[src/rtl/seg_scan_ctrl.sv]
// seg_scan_ctrl: multiplexed seven-segment scanner for a DIGITS-nibble hex value.
//   Scans one digit per DIV-cycle slot on a common-anode display.
//   At each frame start the whole value is snapshotted, so a frame never tears.
//   Optional leading-zero blanking, an enable, and configurable line polarity.
//   frame_done pulses on the cycle the scan wraps to digit 0.
// Optional feature macro: SEG_SCAN_DP_EN adds the dp_mask input and the dp output.
//   The decimal-point mask is snapshotted together with data.
// Ports:
//   clk        system clock, all logic on posedge
//   reset_n    synchronous active-low reset
//   en         1 = scan; 0 = display dark, scan held at start
//   data       value shown, nibble i -> digit i (digit 0 least significant)
//   blank_lz   1 = suppress leading zero digits
//   dp_mask    (SEG_SCAN_DP_EN) decimal point per digit
//   an         anode selects, one-hot when active (after polarity)
//   seg        segments {a,b,c,d,e,f,g}, MSB = a (after polarity)
//   dp         (SEG_SCAN_DP_EN) decimal point segment (segment polarity)
//   frame_done one-cycle pulse when the scan wraps to digit 0
module seg_scan_ctrl #(
    parameter int unsigned DIGITS         = 8,
    parameter int unsigned DIV            = 2000,
    parameter bit          AN_ACTIVE_LOW  = 1'b1,
    parameter bit          SEG_ACTIVE_LOW = 1'b1
) (
    input  logic                  clk,
    input  logic                  reset_n,
    input  logic                  en,
    input  logic [4*DIGITS-1:0]   data,
    input  logic                  blank_lz,
`ifdef SEG_SCAN_DP_EN
    input  logic [DIGITS-1:0]     dp_mask,
    output logic                  dp,
`endif
    output logic [DIGITS-1:0]     an,
    output logic [6:0]            seg,
    output logic                  frame_done
);

    localparam int unsigned DATA_W = 4 * DIGITS;
    localparam int unsigned CNT_W  = (DIV > 1) ? $clog2(DIV) : 1;
    localparam int unsigned IDX_W  = (DIGITS > 1) ? $clog2(DIGITS) : 1;

    localparam logic [CNT_W-1:0]  CNT_LAST = CNT_W'(DIV - 1);
    localparam logic [IDX_W-1:0]  IDX_LAST = IDX_W'(DIGITS - 1);
    // Inactive line levels; XOR with these applies the polarity.
    localparam logic [DIGITS-1:0] AN_OFF   = {DIGITS{AN_ACTIVE_LOW}};
    localparam logic [6:0]        SEG_OFF  = {7{SEG_ACTIVE_LOW}};

    logic [CNT_W-1:0]  r_cnt;
    logic [IDX_W-1:0]  r_idx;
    logic [DATA_W-1:0] r_snap;
    logic [DIGITS-1:0] r_an;
    logic [6:0]        r_seg;
    logic              r_frame_done;

    logic              w_tick;
    logic [IDX_W-1:0]  w_idx_nxt;
    logic              w_frame_start;
    logic [3:0]        w_nib;
    logic              w_zero_sel;
    logic              w_blank;
    logic [DIGITS-1:0] w_an_act;
    logic [6:0]        w_seg_act;

    // Active-high abcdefg glyph for one hex nibble.
    function automatic logic [6:0] glyph(input logic [3:0] v);
        logic [6:0] g;
        case (v)
            4'h0: g = 7'b1111110;
            4'h1: g = 7'b0110000;
            4'h2: g = 7'b1101101;
            4'h3: g = 7'b1111001;
            4'h4: g = 7'b0110011;
            4'h5: g = 7'b1011011;
            4'h6: g = 7'b1011111;
            4'h7: g = 7'b1110000;
            4'h8: g = 7'b1111111;
            4'h9: g = 7'b1111011;
            4'hA: g = 7'b1110111;
            4'hB: g = 7'b0011111;
            4'hC: g = 7'b1001110;
            4'hD: g = 7'b0111101;
            4'hE: g = 7'b1001111;
            default: g = 7'b1000111;
        endcase
        return g;
    endfunction

    // Slot timing and the digit index the next tick will show.
    always_comb begin
        w_tick        = en && (r_cnt == CNT_LAST);
        w_idx_nxt     = (r_idx == IDX_LAST) ? '0 : r_idx + IDX_W'(1);
        w_frame_start = (w_idx_nxt == '0);
    end

    // Render the upcoming digit; digit 0 comes straight from data since snap
    // is being reloaded on that same edge.
    always_comb begin
        w_nib      = data[3:0];
        w_zero_sel = 1'b0;
        for (int i = 1; i < DIGITS; i++) begin
            if (w_idx_nxt == IDX_W'(i)) begin
                w_nib      = r_snap[4*i +: 4];
                w_zero_sel = ((r_snap >> (4 * i)) == '0);
            end
        end
        w_blank   = blank_lz && w_zero_sel;
        w_an_act  = w_blank ? '0 : (DIGITS'(1) << w_idx_nxt);
        w_seg_act = w_blank ? '0 : glyph(w_nib);
    end

    // Prescaler, scan index, snapshot and registered display lines.
    always_ff @(posedge clk) begin
        if (!reset_n) begin
            r_cnt        <= '0;
            r_idx        <= IDX_LAST;
            r_snap       <= '0;
            r_an         <= AN_OFF;
            r_seg        <= SEG_OFF;
            r_frame_done <= 1'b0;
        end else if (!en) begin
            r_cnt        <= '0;
            r_idx        <= IDX_LAST;
            r_an         <= AN_OFF;
            r_seg        <= SEG_OFF;
            r_frame_done <= 1'b0;
        end else begin
            r_frame_done <= 1'b0;
            if (w_tick) begin
                r_cnt        <= '0;
                r_idx        <= w_idx_nxt;
                r_an         <= w_an_act ^ AN_OFF;
                r_seg        <= w_seg_act ^ SEG_OFF;
                r_frame_done <= w_frame_start;
                if (w_frame_start) begin
                    r_snap <= data;
                end
            end else begin
                r_cnt <= r_cnt + CNT_W'(1);
            end
        end
    end

    assign an         = r_an;
    assign seg        = r_seg;
    assign frame_done = r_frame_done;

`ifdef SEG_SCAN_DP_EN
    logic [DIGITS-1:0] r_dp_mask;
    logic              r_dp;
    logic              w_dp_act;

    // Decimal point follows the same snapshot and blanking as the digit.
    always_comb begin
        w_dp_act = dp_mask[0];
        for (int i = 1; i < DIGITS; i++) begin
            if (w_idx_nxt == IDX_W'(i)) begin
                w_dp_act = r_dp_mask[i];
            end
        end
        w_dp_act = w_dp_act && !w_blank;
    end

    always_ff @(posedge clk) begin
        if (!reset_n) begin
            r_dp_mask <= '0;
            r_dp      <= SEG_ACTIVE_LOW;
        end else if (!en) begin
            r_dp      <= SEG_ACTIVE_LOW;
        end else if (w_tick) begin
            r_dp <= w_dp_act ^ SEG_ACTIVE_LOW;
            if (w_frame_start) begin
                r_dp_mask <= dp_mask;
            end
        end
    end

    assign dp = r_dp;
`endif

endmodule
[config.mk]
export PLATFORM = sky130hd
export DESIGN_NAME = seg_scan_ctrl
export DESIGN_NICKNAME = d
export VERILOG_FILES = /design/src/rtl/seg_scan_ctrl.sv
export SDC_FILE = /design/constraint.sdc
export NUM_CORES = 1
export LEC_CHECK = 0
export CORE_MARGIN = 2
export CORE_UTILIZATION = 45
export CTS_CLUSTER_SIZE = 12
export DETAILED_ROUTE_END_ITERATION = 10
export DONT_BUFFER_PORTS = 1
export GPL_TIMING_DRIVEN = 1
export MAX_ROUTING_LAYER = met4
export SLEW_MARGIN = 30
export SYNTH_ARGS = -nofsm -noshare
export SYNTH_HDL_FRONTEND = slang
export SYNTH_SLANG_ARGS = --single-unit
[constraint.sdc]
create_clock -name clk -period 3.65 [get_ports clk]
set_input_delay 1.095 -clock clk [delete_from_list [all_inputs] [get_ports clk]]
set_output_delay 1.095 -clock clk [all_outputs]
set_load 0.02 [all_outputs]
### Word level (Yosys, flattened, before mapping)

Memory sizes are Yosys's and may differ from the RTL's.
Index checks and enable logic that the tools add are counted.

| storage, ports and cells | value |
|---|---|
| input bits | 36 |
| register bits | 62 |
| word-level logic and storage cells | 54 |
| output and inout port bits | 16 |
| bits in read-only memories | 112 |
| memories | 1 |

Memories:

| memory | depth | bits a word | read ports | clocked after memory_dff | wr ports | RTL line | RTL |
|---|---|---|---|---|---|---|---|
| (name not given) | 16 | 7 | 1 | 0 | 0 | 68 | `case (v)` |

| cells by class | value |
|---|---|
| reduce and logical (&&, ||, !) cells | 14 |
| shift operators | 1 |
| muxes and demuxes | 17 |
| bitwise logic cells | 4 |
| equal/unequal tests | 9 |
| add/subtract/negate cells | 2 |

Operator list:

| operator | count |
|---|---|
| zero test 32 bit | 7 |
| 2-to-1 mux 4 bit | 7 |
| == test 3 bit, second input constant | 5 |
| adder 11 x 1 -> 11 bit, second input constant | 1 |
| == test 11 bit, second input constant | 1 |
| 2-to-1 mux 8 bit | 1 |
| inverter 8 bit | 1 |
| << shifter 1 x 3 -> 8 bit, first input constant | 1 |
| 2-to-1 mux 1 bit | 7 |
| 2-to-1 mux 7 bit | 1 |
| inverter 7 bit | 1 |
| == test 3 x 2 -> 1 bit, second input constant | 2 |
| AND reduction 3 bit | 2 |
| adder 3 x 1 -> 3 bit, second input constant | 1 |
| == test 3 x 1 -> 1 bit, second input constant | 1 |
| zero test 3 bit | 1 |
| 2-to-1 mux 3 bit | 1 |
| OR reduction 3 bit | 1 |
| logical AND 1 bit | 2 |
| inverter 1 bit | 2 |
| AND reduction 2 bit | 1 |

### Logic depth before layout (Yosys ltp)

Gate-level depths: netlist (run 1).

| depth | value |
|---|---|
| depth in word-level cells | 13 |
| gate-level depth with buffers | 13 |
| mapped depth without buffers | 11 |

### Worst setup path after synthesis (run 1)

OpenSTA, ideal clock, no wires.

| path | value |
|---|---|
| path type | reg-to-reg |
| start point | register r_idx[0] |
| end point | register r_seg[3], in the netlist seg[3] |
| library setup time | 0.119 ns |
| arrival time | 2.505 ns |
| path buffers | 1 |
| path slack | 1.026 ns |
| cell stages (with the launch flop) | 13 |
| path through | dfxtp_1 > ha_1 > ha_1 > buf_2 > nand2b_1 > o32ai_1 > a31oi_1 > o2bb2ai_1 > inv_1 > ha_1 > mux2i_1 > mux2_2 > a21oi_2 |

| between the ends | value |
|---|---|
| word-level cells in the longest chain between the ends | 13 |
| elaborated cells on any way between the ends | 28 |
| those cells by class | add/sub (1); eq/ne (8); mux (16); bitwise (1); reduce/logical (1); memory (1) |

Ends and longest elaborated chain:

| element | RTL line | RTL |
|---|---|---|
| start: declaration | 50 | `logic [IDX_W-1:0] r_idx;` |
| start signal: assignment | 131 | `r_idx <= w_idx_nxt;` |
| adder 3 x 1 -> 3 bit or == test 3 bit (tied branches) | 92 | `w_idx_nxt = (r_idx == IDX_LAST) ? '0 : r_idx + IDX_W'(1);` |
| 2-to-1 mux 3 bit (*) | 92 |  |
| via w_idx_nxt[2] | 57 | `logic [IDX_W-1:0] w_idx_nxt;` |
| == test 3 x 1 -> 1 bit | 102 | `if (w_idx_nxt == IDX_W'(i)) begin` |
| 2-to-1 mux 4 bit or 2-to-1 mux 1 bit (tied branches) (7 in series) | 102 |  |
| memory (16 x 7 bit) or logical AND 1 bit (tied branches) | n/a |  |
| 2-to-1 mux 7 bit (*) | 109 | `w_seg_act = w_blank ? '0 : glyph(w_nib);` |
| inverter 7 bit (no source line) (*) | n/a |  |
| end signal: assignment | 133 | `r_seg <= w_seg_act ^ SEG_OFF;` |
| end: declaration | 53 | `logic [6:0] r_seg;` |

Mark *: on every way through the listed nets, which the timed path passes. The rest lies on a longest branch.
A chain may end at the register's enable or synchronous reset.

### Worst setup path after layout (run 1)

| path | value |
|---|---|
| start point | register r_idx[0] |
| end point | register r_seg[6], in the netlist seg[6] |

The elaborated chain is that of the path after synthesis.

==> results of run 1 <==
## cells by family (layout without fill, tap and decap cells)
group | after synthesis | in the layout | synth area share [%]
AO/OA/AOI/OAI | 89 | 89 | 21.9
buffers and inverters | 32 | 31 | 4.87
AND/OR/NAND/NOR | 149 | 149 | 23.2
multiplexers | 6 | 6 | 2.14
adder cells (fa/ha/maj) | 13 | 13 | 5.56
flip-flops | 58 | 58 | 39.7
XOR/XNOR | 9 | 9 | 2.69
## layer usage
metal	wire length (um)	GRT usage (%)	vias to the layer above
met5	0	-	-
li1	-	-	1216
met4	137	8.51	0
met3	333	5.90	11
met1	3070	24.8	1115
met2	3120	30.4	48
## worst paths after layout
check	startpoint	endpoint	slack, ps
worst min-delay path	r_cnt[0]$_SDFF_PP0_	r_cnt[0]$_SDFF_PP0_	440
worst max register to register	r_idx[0]$_SDFFE_PN1P_	seg[6]$_SDFFE_PN1P_	490
worst max-delay path	r_idx[0]$_SDFFE_PN1P_	seg[6]$_SDFFE_PN1P_	490
worst min register to register	r_cnt[0]$_SDFF_PP0_	r_cnt[0]$_SDFF_PP0_	440
## power by group
part           internal (uW)  total, uW  switching (uW)
clock                    422        686             264
sequential               634        634           0.626
combinational           20.8       45.7            24.9
## metrics by stage
| step | utilization [%] | instance area, um^2 | std cells | total power [uW] | setup WS (ps) |
|---|---|---|---|---|---|
| global placement | 46.7 | 2950 | 416 | 694 | 628 |
| floorplan | - | 2930 | 356 | 690 | 1030 |
| CTS | 50.4 | 3180 | 432 | 1380 | 509 |
| detailed placement | 46.7 | 2950 | 416 | 694 | 526 |
| finish | 50.4 | 3180 | 432 | 1370 | 486 |
| global route | 50.4 | 3180 | 432 | 1410 | 159 |
## cell type report
cell class	instances	area [um^2]	area share, %
Clock buffer	12	155	4.88
Clock inverter	4	73.8	2.32
Inverter	11	41.3	1.30
Multi-Input combinational cell	266	1620	51.0
Sequential cell	58	1160	36.5
Tap cell	77	96.3	3.03
Timing Repair Buffer	4	30.0	0.944
## registers in the layout, summed over array words and instances (netlist names)
name,flops
r_idx,3
an,8
frame_done,1
r_snap,28
r_cnt,11
seg,7
## synth_stat cells (all sizes together), types with 3 or more instances
cell type,number
o22a,5
xor2,5
nand4,3
nand2b,7
a21oi,15
nand2,71
o21ai,10
nor2,31
nor2b,5
mux2i,4
o22ai,4
ha,13
buf,12
a31oi,9
and3,4
xnor2,4
o211ai,4
clkbuf,9
nor4,6
inv,11
nand3,12
dfxtp,58
a21boi,28
==> results by group, run 1 <==
Outcome
  – Status: complete, no violations

Die
  – Core area: 0.00631 mm^2
  – Core Rows: 29
  – Die width: approximately 85 um
  – Initial Utilization: a little under half
  – Die ar.: 0.00716 mm^2
  – Ports: 52
  – Die height: ~85 um

Setup path
  – Critical path endpoint category: flop
  – Setup crit start kind: flop
  – Worst path most repeated cell: ha_1
  – Setup CP Type: reg -> reg
  – Crit path DAT: 3360 ps
  – Worst reg2reg path depth: 12
  – Slowest-stage cell, CP: ha_1
  – Critical Path Fanout Max: 17
  – Crit path depth: 12
  – CP required: 3850 ps
  – Crit-path max cell delay: 600 ps
  – Critical path's top delay family: adder cells
  – Crit path cell chain: ha_1 > ha_1 > buf_4 > inv_2 > o211ai_1 > a31oi_1 > o2bb2ai_1 > inv_1 > ha_1 > mux2i_1 > o21a_1 > a31oi_1
  – WP buf/inv: 3

Detailed routing
  – First-pass DRT Iterations: 5
  – Total wire length: 6660 um
  – Post-route DRC: 0
  – DR vias: 2390
  – Antenna-violating nets left: 0
  – DR WL/cell: 15.4 um
  – Drt initial violations: 119
  – Vias/cell: 5.53

Finish
  – Most frequent cells in the layout: 71 x nand2_1, 58 x dfxtp_1, 31 x nor2_1
  – Commonest non-fill, non-tap cell in the layout: nand2_1
  – Final nets: 399
  – Layout area overhead: 8.68%
  – Share of cells above drive strength 1: 7.89%
  – Fillers: 646
  – Diodes inserted: 0

Global route
  – Total track usage: 20.0%
  – Initial antenna violation count: 0
  – Largest net degree at the start of global routing: 31
  – Vias in the first global route: 2263
  – First-pass GRT wire length: 10900 um
  – Grt total ovfl: 0

Synth
  – Syn Std Cell Area: 0.00293 mm^2
  – Dominant cell type by area after synthesis: dfxtp_1
  – Syn Area/Cell: a little over 8 um^2
  – Top post-synthesis cells by area: dfxtp_1 40%, nand2_1 9.1%, ha_1 5.6%, a21boi_1 5.1%, nor2_1 4.0%
  – Flops & latches, synth: 58
  – Sequential area share after synthesis: 39.7%
  – Post-synth EDFFs: 0
  – Async SR Flop Fraction: 0%
  – Yosys warning count: 0
  – Post-synth top area share: 39.7%
  – Most used DFF post-synth: dfxtp_1
  – Post-synthesis instance total: 356
  – Distinct cells, synth: 52
  – Net Count, Synth: just over 400

Power and ir drop
  – PwrDens: 429 mW/mm^2
  – Worst VDD drop: 0.000246 V
  – Leakage: 0.00113 uW

Clocking
  – Postcts setup bufs: 0
  – TritonCTS clock tree: done
  – Worst skew pair latency: 340 ps
  – PostCTS Resize Cnt: 0
  – Clk slew on worst S/H paths: 70 ps
  – H-tree Lvls: 3
  – Clk root buf: clkbuf_8
  – Clock sinks: 58
  – TritonCTS buffer count: 9
  – Maximum root-to-sink buffer count: 2
  – Hold-fix buffers at CTS: 0

Timing
  – Unrepaired setup endpoints after global routing: no
  – Clk_skew: 6.48 ps
  – Final setup vio count: 0
  – Tmin final: 3160 ps
  – Worst-margin pin slew: 708 ps
  – Final period utilization: 86.7%
  – Slew margin rel.: 52.8%
  – Setup TNS: 0 ps
  – Pins Over Slew Limit: 0
  – Peak Freq: between 0.3 and 0.4 GHz
  – Hold Vio Cnt, Final: 0
  – Final Hold Slack: 441 ps

Run
  – MaxCap Viol Count: 0

Min path
  – Worst hold path type: reg -> reg
  – Hold path cells: 1

Placement
  – RePlAce Congestion: approximately 0.89
  – DPL Wire Length: a little under 5000 um
  – Port Buffers: 0
No activity file was read; power rests on OpenSTA's default activity.
==> inputs of run 2 (changes only) <==
--- a/config.mk
+++ b/config.mk
@@ -5,6 +5,7 @@
 export SDC_FILE = /design/constraint.sdc
 export NUM_CORES = 1
 export LEC_CHECK = 0
+export ABC_AREA = 1
 export CORE_MARGIN = 2
 export CORE_UTILIZATION = 45
 export CTS_CLUSTER_SIZE = 12
@@ -12,7 +13,7 @@
 export DONT_BUFFER_PORTS = 1
 export GPL_TIMING_DRIVEN = 1
 export MAX_ROUTING_LAYER = met4
-export SLEW_MARGIN = 30
+export SLEW_MARGIN = 5
 export SYNTH_ARGS = -nofsm -noshare
 export SYNTH_HDL_FRONTEND = slang
 export SYNTH_SLANG_ARGS = --single-unit
==> results by group, run 2 <==
Synth
  – Post-synth EDFFs: 0
  – Syn Std Cell Area: 0.00297 mm^2
  – Synth cell count leaders: 81 x nand2_1, 69 x inv_1, 58 x dfxtp_1
  – Sequential area share after synthesis: between 30% and 40%
  – Post-synth top area share: roughly 39%
  – Distinct cells, synth: 27
  – Async SR Flop Fraction: 0%
  – Post-synthesis instance total: between 400 and 500
  – Most used DFF post-synth: dfxtp_1
  – Dominant cell by count in the synthesized netlist: nand2_1
  – Flops & latches, synth: 58
  – Yosys warning count: 0
  – Dominant cell type by area after synthesis: dfxtp_1
  – Top post-synthesis cells by area: dfxtp_1 39%, nand2_1 10%, inv_1 8.7%, a21oi_1 7.8%, o21ai_0 6.2%
  – Net Count, Synth: 478
  – Syn Area/Cell: 6.92 um^2

Setup path
  – Crit path cell chain: ha_1 > ha_1 > inv_2 > nand2_1 > o21ai_0 > inv_1 > nand2_1 > nand2_1 > nand2_1 > nand2_1 > a21oi_2 > inv_1 > ha_1 > inv_1 > nand3_1 > nand3_1 > nand3_1 > nor2_1 > nor2_1
  – Worst path most repeated cell: nand2_1
  – Setup crit start kind: flop
  – CP required: between 3000 and 4000 ps
  – R2R Setup Slk: between 700 and 800 ps
  – Worst Setup SP: r_idx[0]$_SDFFE_PN1P_
  – Critical path endpoint category: flop
  – Setup CP Type: reg -> reg
  – R2r startpoint: r_idx[0]$_SDFFE_PN1P_
  – Worst reg2reg path depth: 19
  – Crit path DAT: 3180 ps
  – Worst Setup EP: seg[3]$_SDFFE_PN1P_
  – Crit-path max cell delay: 360 ps
  – Slowest-stage cell, CP: dfxtp_1
  – Reg-to-Reg End: seg[3]$_SDFFE_PN1P_
  – Critical Path Fanout Max: 11

Detailed routing
  – Drt initial violations: 115
  – Total wire length: between 6000 and 7000 um
  – Antenna-violating nets left: 0
  – DR vias: 2598
  – Post-route DRC: 0
  – DR WL/cell: 12.7 um
  – First-pass DRT Iterations: 4
  – Vias/cell: 5.04

Finish
  – Share of cells above drive strength 1: around 7.8%
  – Most flops, register: r_snap
  – Layout area overhead: 9.36%
  – Most frequent cells in the layout: 81 x nand2_1, 69 x inv_1, 58 x dfxtp_1
  – Final core occ: 51.1%
  – Commonest non-fill, non-tap cell in the layout: nand2_1
  – Final instance area: 0.00325 mm^2
  – Max reg flops: 28
  – Final nets: 482
  – Diodes inserted: 0

Global route
  – First-pass GRT wire length: 10800 um
  – Total track usage: 19.3%
  – Grt total ovfl: 0
  – Largest net degree at the start of global routing: 26
  – Vias in the first global route: 2489
  – Initial antenna violation count: 0

Clocking
  – Hold-fix buffers at CTS: 0
  – Maximum root-to-sink buffer count: 2
  – Clk root buf: clkbuf_8
  – TritonCTS buffer count: 9
  – Clock sinks: 58
  – Clk slew on worst S/H paths: 70 ps
  – H-tree Lvls: 3
  – PostCTS Resize Cnt: 0
  – Worst skew pair latency: 340 ps
  – TritonCTS clock tree: done
  – Postcts setup bufs: 0

Timing
  – Final setup vio count: 0
  – Unrepaired setup endpoints after global routing: no
  – Tmin final: 2950 ps
  – Final period utilization: 80.8%
  – Hold Vio Cnt, Final: 0
  – Pins Over Slew Limit: 0
  – Clk_skew: 7.38 ps
  – Setup TNS: 0 ps
  – Slew margin rel.: 46.1%
  – Peak Freq: 0.339 GHz
  – Worst-margin pin slew: 807 ps

Min path
  – Worst hold path type: reg -> reg

Power and ir drop
  – Worst VDD drop: 0.000253 V
  – Total power: approximately 1300 uW
  – Leakage: ~0.0014 uW
  – PwrDens: between 300 and 400 mW/mm^2

Placement
  – RePlAce Congestion: approximately 0.91
  – DPL Wire Length: 4870 um
  – Dpl cell area: 0.00304 mm^2
  – Port Buffers: 0

Die
  – Core Rows: 29
  – Ports: 52
  – Core area: 0.00635 mm^2
  – Die width: 85.2 um
  – Die height: about 85 um
  – Die ar.: 0.00726 mm^2
  – Initial Utilization: between 40% and 50%

Run
  – MaxCap Viol Count: 0

Outcome
  – Status: complete, no violations
run 2: cell types whose count changed after synthesis, moves of 7 or more:
cell and delta:
inv_1 +59, a21oi_1 +33, o21ai_0 +31, a21boi_1 -20, nand3_1 +16, nor2_1 +15
nand2_1 +10, a31oi_1 -9, buf_2 -8, a21boi_0 -7, nand2b_1 -7
run 2: power by group:
| group | switching [uW] | total [uW] | internal (uW) |
|---|---|---|---|
| Sequential | 0.702 | 635 | 634 |
| Clock | 251 | 602 | 351 |
| Combinational | 35.7 | 52.4 | 16.7 |
run 2: layout make-up:
type / instances / area, um^2
multi-input combinational: 289 / 1490
clock inverter: 4 / 50.0
timing repair buffer: 3 / 22.5
inverter: 72 / 273
fill: 678 / 3100
sequential: 58 / 1160
clock buffer: 12 / 155
tap: 77 / 96.3
run 2: critical path: cells and delay by family (launching register included):
kind                     cells  cell delay (ps)
AND/OR/NAND/NOR             10              800
buffers and inverters        4              470
flip-flops                   1              360
adder cells (fa/ha/maj)      3              810
AO/OA/AOI/OAI                2              380
run 2: worst min-delay path by stage:
stage / from / to / slack, ps / depth (start not counted)
after global placement: r_cnt[0]$_SDFF_PP0_ / r_cnt[0]$_SDFF_PP0_ / 430 / 1
after floorplan: r_cnt[0]$_SDFF_PP0_ / r_cnt[0]$_SDFF_PP0_ / 420 / 1
after global routing: r_cnt[0]$_SDFF_PP0_ / r_cnt[0]$_SDFF_PP0_ / 470 / 1
final: r_cnt[10]$_SDFF_PP0_ / r_cnt[10]$_SDFF_PP0_ / 460 / 1
after detailed placement: r_cnt[0]$_SDFF_PP0_ / r_cnt[0]$_SDFF_PP0_ / 450 / 1
after CTS: r_cnt[0]$_SDFF_PP0_ / r_cnt[0]$_SDFF_PP0_ / 460 / 1
run 2: cells by family (layout without fill, tap and decap cells):
group / after synthesis / in the layout / share of synthesized area (%)
AND/OR/NAND/NOR: 177 / 177 / 26.0
AO/OA/AOI/OAI: 96 / 96 / 17.7
buffers and inverters: 82 / 91 / 10.7
flip-flops: 58 / 58 / 39.1
adder cells (fa/ha/maj): 13 / 13 / 5.48
XOR/XNOR: 3 / 3 / 0.885
run 2: stage by stage:
step	std cells	worst slack (ps)	hold WS, ps
finish	515	701	456
global route	515	316	473
CTS	515	719	458
detailed placement	499	738	447
global placement	499	814	433
floorplan	429	1070	418
run 2: metal layers:
metal  vias up  part of all wire (%)  global-route usage [%]
met5         -                     0                       -
met4         0                   1.7                    8.66
met3        10                   5.2                    4.47
met2        59                    45                    30.3
met1      1151                    48                    23.7
li1       1378                     -                       -
==> inputs of run 3 (changes only) <==
==> constraint.sdc (replaced) <==
create_clock -name clk -period 2.9 [get_ports clk]
set_input_delay 0.87 -clock clk [delete_from_list [all_inputs] [get_ports clk]]
set_output_delay 0.87 -clock clk [all_outputs]
set_load 0.02 [all_outputs]
==> results by group, run 3 (synthesis gave the netlist of run 2 again) <==
Outcome
  – Status: complete, no violations

Clocking
  – Maximum root-to-sink buffer count: 2
  – H-tree Lvls: 3
  – Clock sinks: 58
  – Worst skew pair latency: 350 ps
  – Clk slew on worst S/H paths: 70 ps
  – TritonCTS buffer count: 9
  – TritonCTS clock tree: done
  – Clk root buf: clkbuf_8

Setup path
  – Critical Path Fanout Max: 11
  – Worst Setup SP: r_idx[0]$_SDFFE_PN1P_
  – Critical path endpoint category: flop
  – Slowest-stage cell, CP: dfxtp_2
  – Critical path's top delay family: adder cells
  – Crit path cell chain: ha_1 > ha_4 > clkinv_4 > nand2_4 > buf_4 > o21ai_0 > inv_1 > nand2_1 > nand2_1 > nand2_1 > a21oi_4 > inv_1 > ha_2 > inv_1 > nand3_1 > nand3_1 > nand3_1 > nor2_1 > nor2_1
  – Setup crit start kind: flop
  – CP required: 3150 ps
  – Crit path DAT: 2850 ps
  – Setup CP Type: reg -> reg
  – Crit-path max cell delay: 350 ps
  – R2r startpoint: r_idx[0]$_SDFFE_PN1P_
  – WP buf/inv: 5

Finish
  – Fillers: between 600 and 700
  – Max reg flops: 28
  – FF+latch area: 0.00116 mm^2
  – Most frequent cells in the layout: 79 x nand2_1, 69 x inv_1, 56 x dfxtp_1
  – Share of cells above drive strength 1: 10.2%
  – Finished Layout Cells: 519
  – Diodes inserted: 0
  – Multi-input logic area: 0.00152 mm^2
  – Layout area overhead: 13.2%
  – Most flops, register: r_snap
  – Commonest non-fill, non-tap cell in the layout: nand2_1
  – Final nets: 486

Global route
  – Met3 GRT Util: 5.45%
  – Met2 Resource Use GR: about 30%
  – Largest net degree at the start of global routing: 53
  – Vias in the first global route: 2483
  – Initial antenna violation count: 0
  – Met1 Track Usage GR: 23.1%
  – First-pass GRT wire length: 10900 um
  – Total track usage: 19.6%
  – GRT busiest layer: met2
  – Grt total ovfl: 0

Timing
  – Worst-margin pin slew: 672 ps
  – Peak Freq: around 0.38 GHz
  – Pins Over Slew Limit: 0
  – Worst Setup Slack, final: a little under 300 ps
  – Clk_skew: 7.61 ps
  – Tmin final: 2600 ps
  – Hold Vio Cnt, Final: 0
  – Final setup vio count: 0
  – Setup TNS: 0 ps
  – Unrepaired setup endpoints after global routing: no
  – Slew margin rel.: between 50% and 60%
  – Final Hold Slack: 454 ps
  – Final period utilization: 89.7%

Die
  – Core Rows: 29
  – Die ar.: 0.00726 mm^2
  – Core area: approximately 0.0063 mm^2
  – Die width: 85.2 um
  – Ports: 52
  – Die height: 85.2 um
  – Initial Utilization: a little under half

Power and ir drop
  – PwrDens: 520 mW/mm^2
  – Worst VDD drop: 0.000293 V
  – Leakage: about 0.0014 uW
  – Total power: 1750 uW

Placement
  – Placed cell count: 502
  – DPL Wire Length: 4790 um
  – RePlAce Congestion: 0.885
  – Port Buffers: 0
  – Pre-CTS WS: 57.0 ps

Detailed routing
  – DR WL/cell: 12.6 um
  – DR vias: between 2000 and 3000
  – Post-route DRC: 0
  – Total wire length: ~6500 um
  – Vias/cell: slightly above 5
  – Antenna-violating nets left: 0
  – First-pass DRT Iterations: 4
  – Drt initial violations: 70

Run
  – MaxCap Viol Count: 0

Min path
  – Worst hold path type: reg -> reg
  – Min-delay src: r_cnt[0]$_SDFF_PP0_
run 3: cell types whose count changed in the layout (fill, tap and decap cells not counted), sizes merged:
| cell | delta |
|---|---|
| clkinv | +1 |
| buf | +4 |
| bufinv | +1 |
| inv | -1 |
| clkinvlp | -1 |
run 3: final cells by class:
type / instances / area share (%)
Clock inverter: 4 / 2.16
Clock buffer: 12 / 4.91
Inverter: 72 / 8.26
Sequential cell: 58 / 34.6
Timing Repair Buffer: 7 / 1.94
Tap cell: 77 / 2.87
Multi-Input combinational cell: 289 / 45.3
run 3: metrics by stage:
stage | util [%] | instance area (um^2)
4_1_cts | 52.2 | 3310
5_1_grt | 52.9 | 3360
3_5_place_dp | 48.5 | 3080
6_report | 52.9 | 3360
2_1_floorplan | - | 2970
3_3_place_gp | 48.5 | 3080
run 3: repair_timing:
action,4_1_cts,5_1_grt
buffers inserted,0,1
resized for setup,0,11
endpoints found under the setup margin,0,7
hold buffers,0,0
run 3: layer usage:
layer  routed length, um  up-vias
met2                2930       71
li1                    -     1383
met5                   0        -
met3                 384       11
met1                3090     1177
met4                 135        0
run 3: power breakdown:
group	internal (uW)	switching, uW	total (uW)
sequential	798	0.872	799
combinational	25.2	45.7	70.9
clock	552	328	880
total	1380	374	1750
run 3: worst paths after layout:
kind / endpoint / slack (ps) / cells after the start
setup / recovery: seg[3]$_SDFFE_PN1P_ / 300 / 19
hold / removal: r_cnt[0]$_SDFF_PP0_ / 450 / 1
setup reg to reg: seg[3]$_SDFFE_PN1P_ / 300 / 19
hold reg to reg: r_cnt[0]$_SDFF_PP0_ / 450 / 1
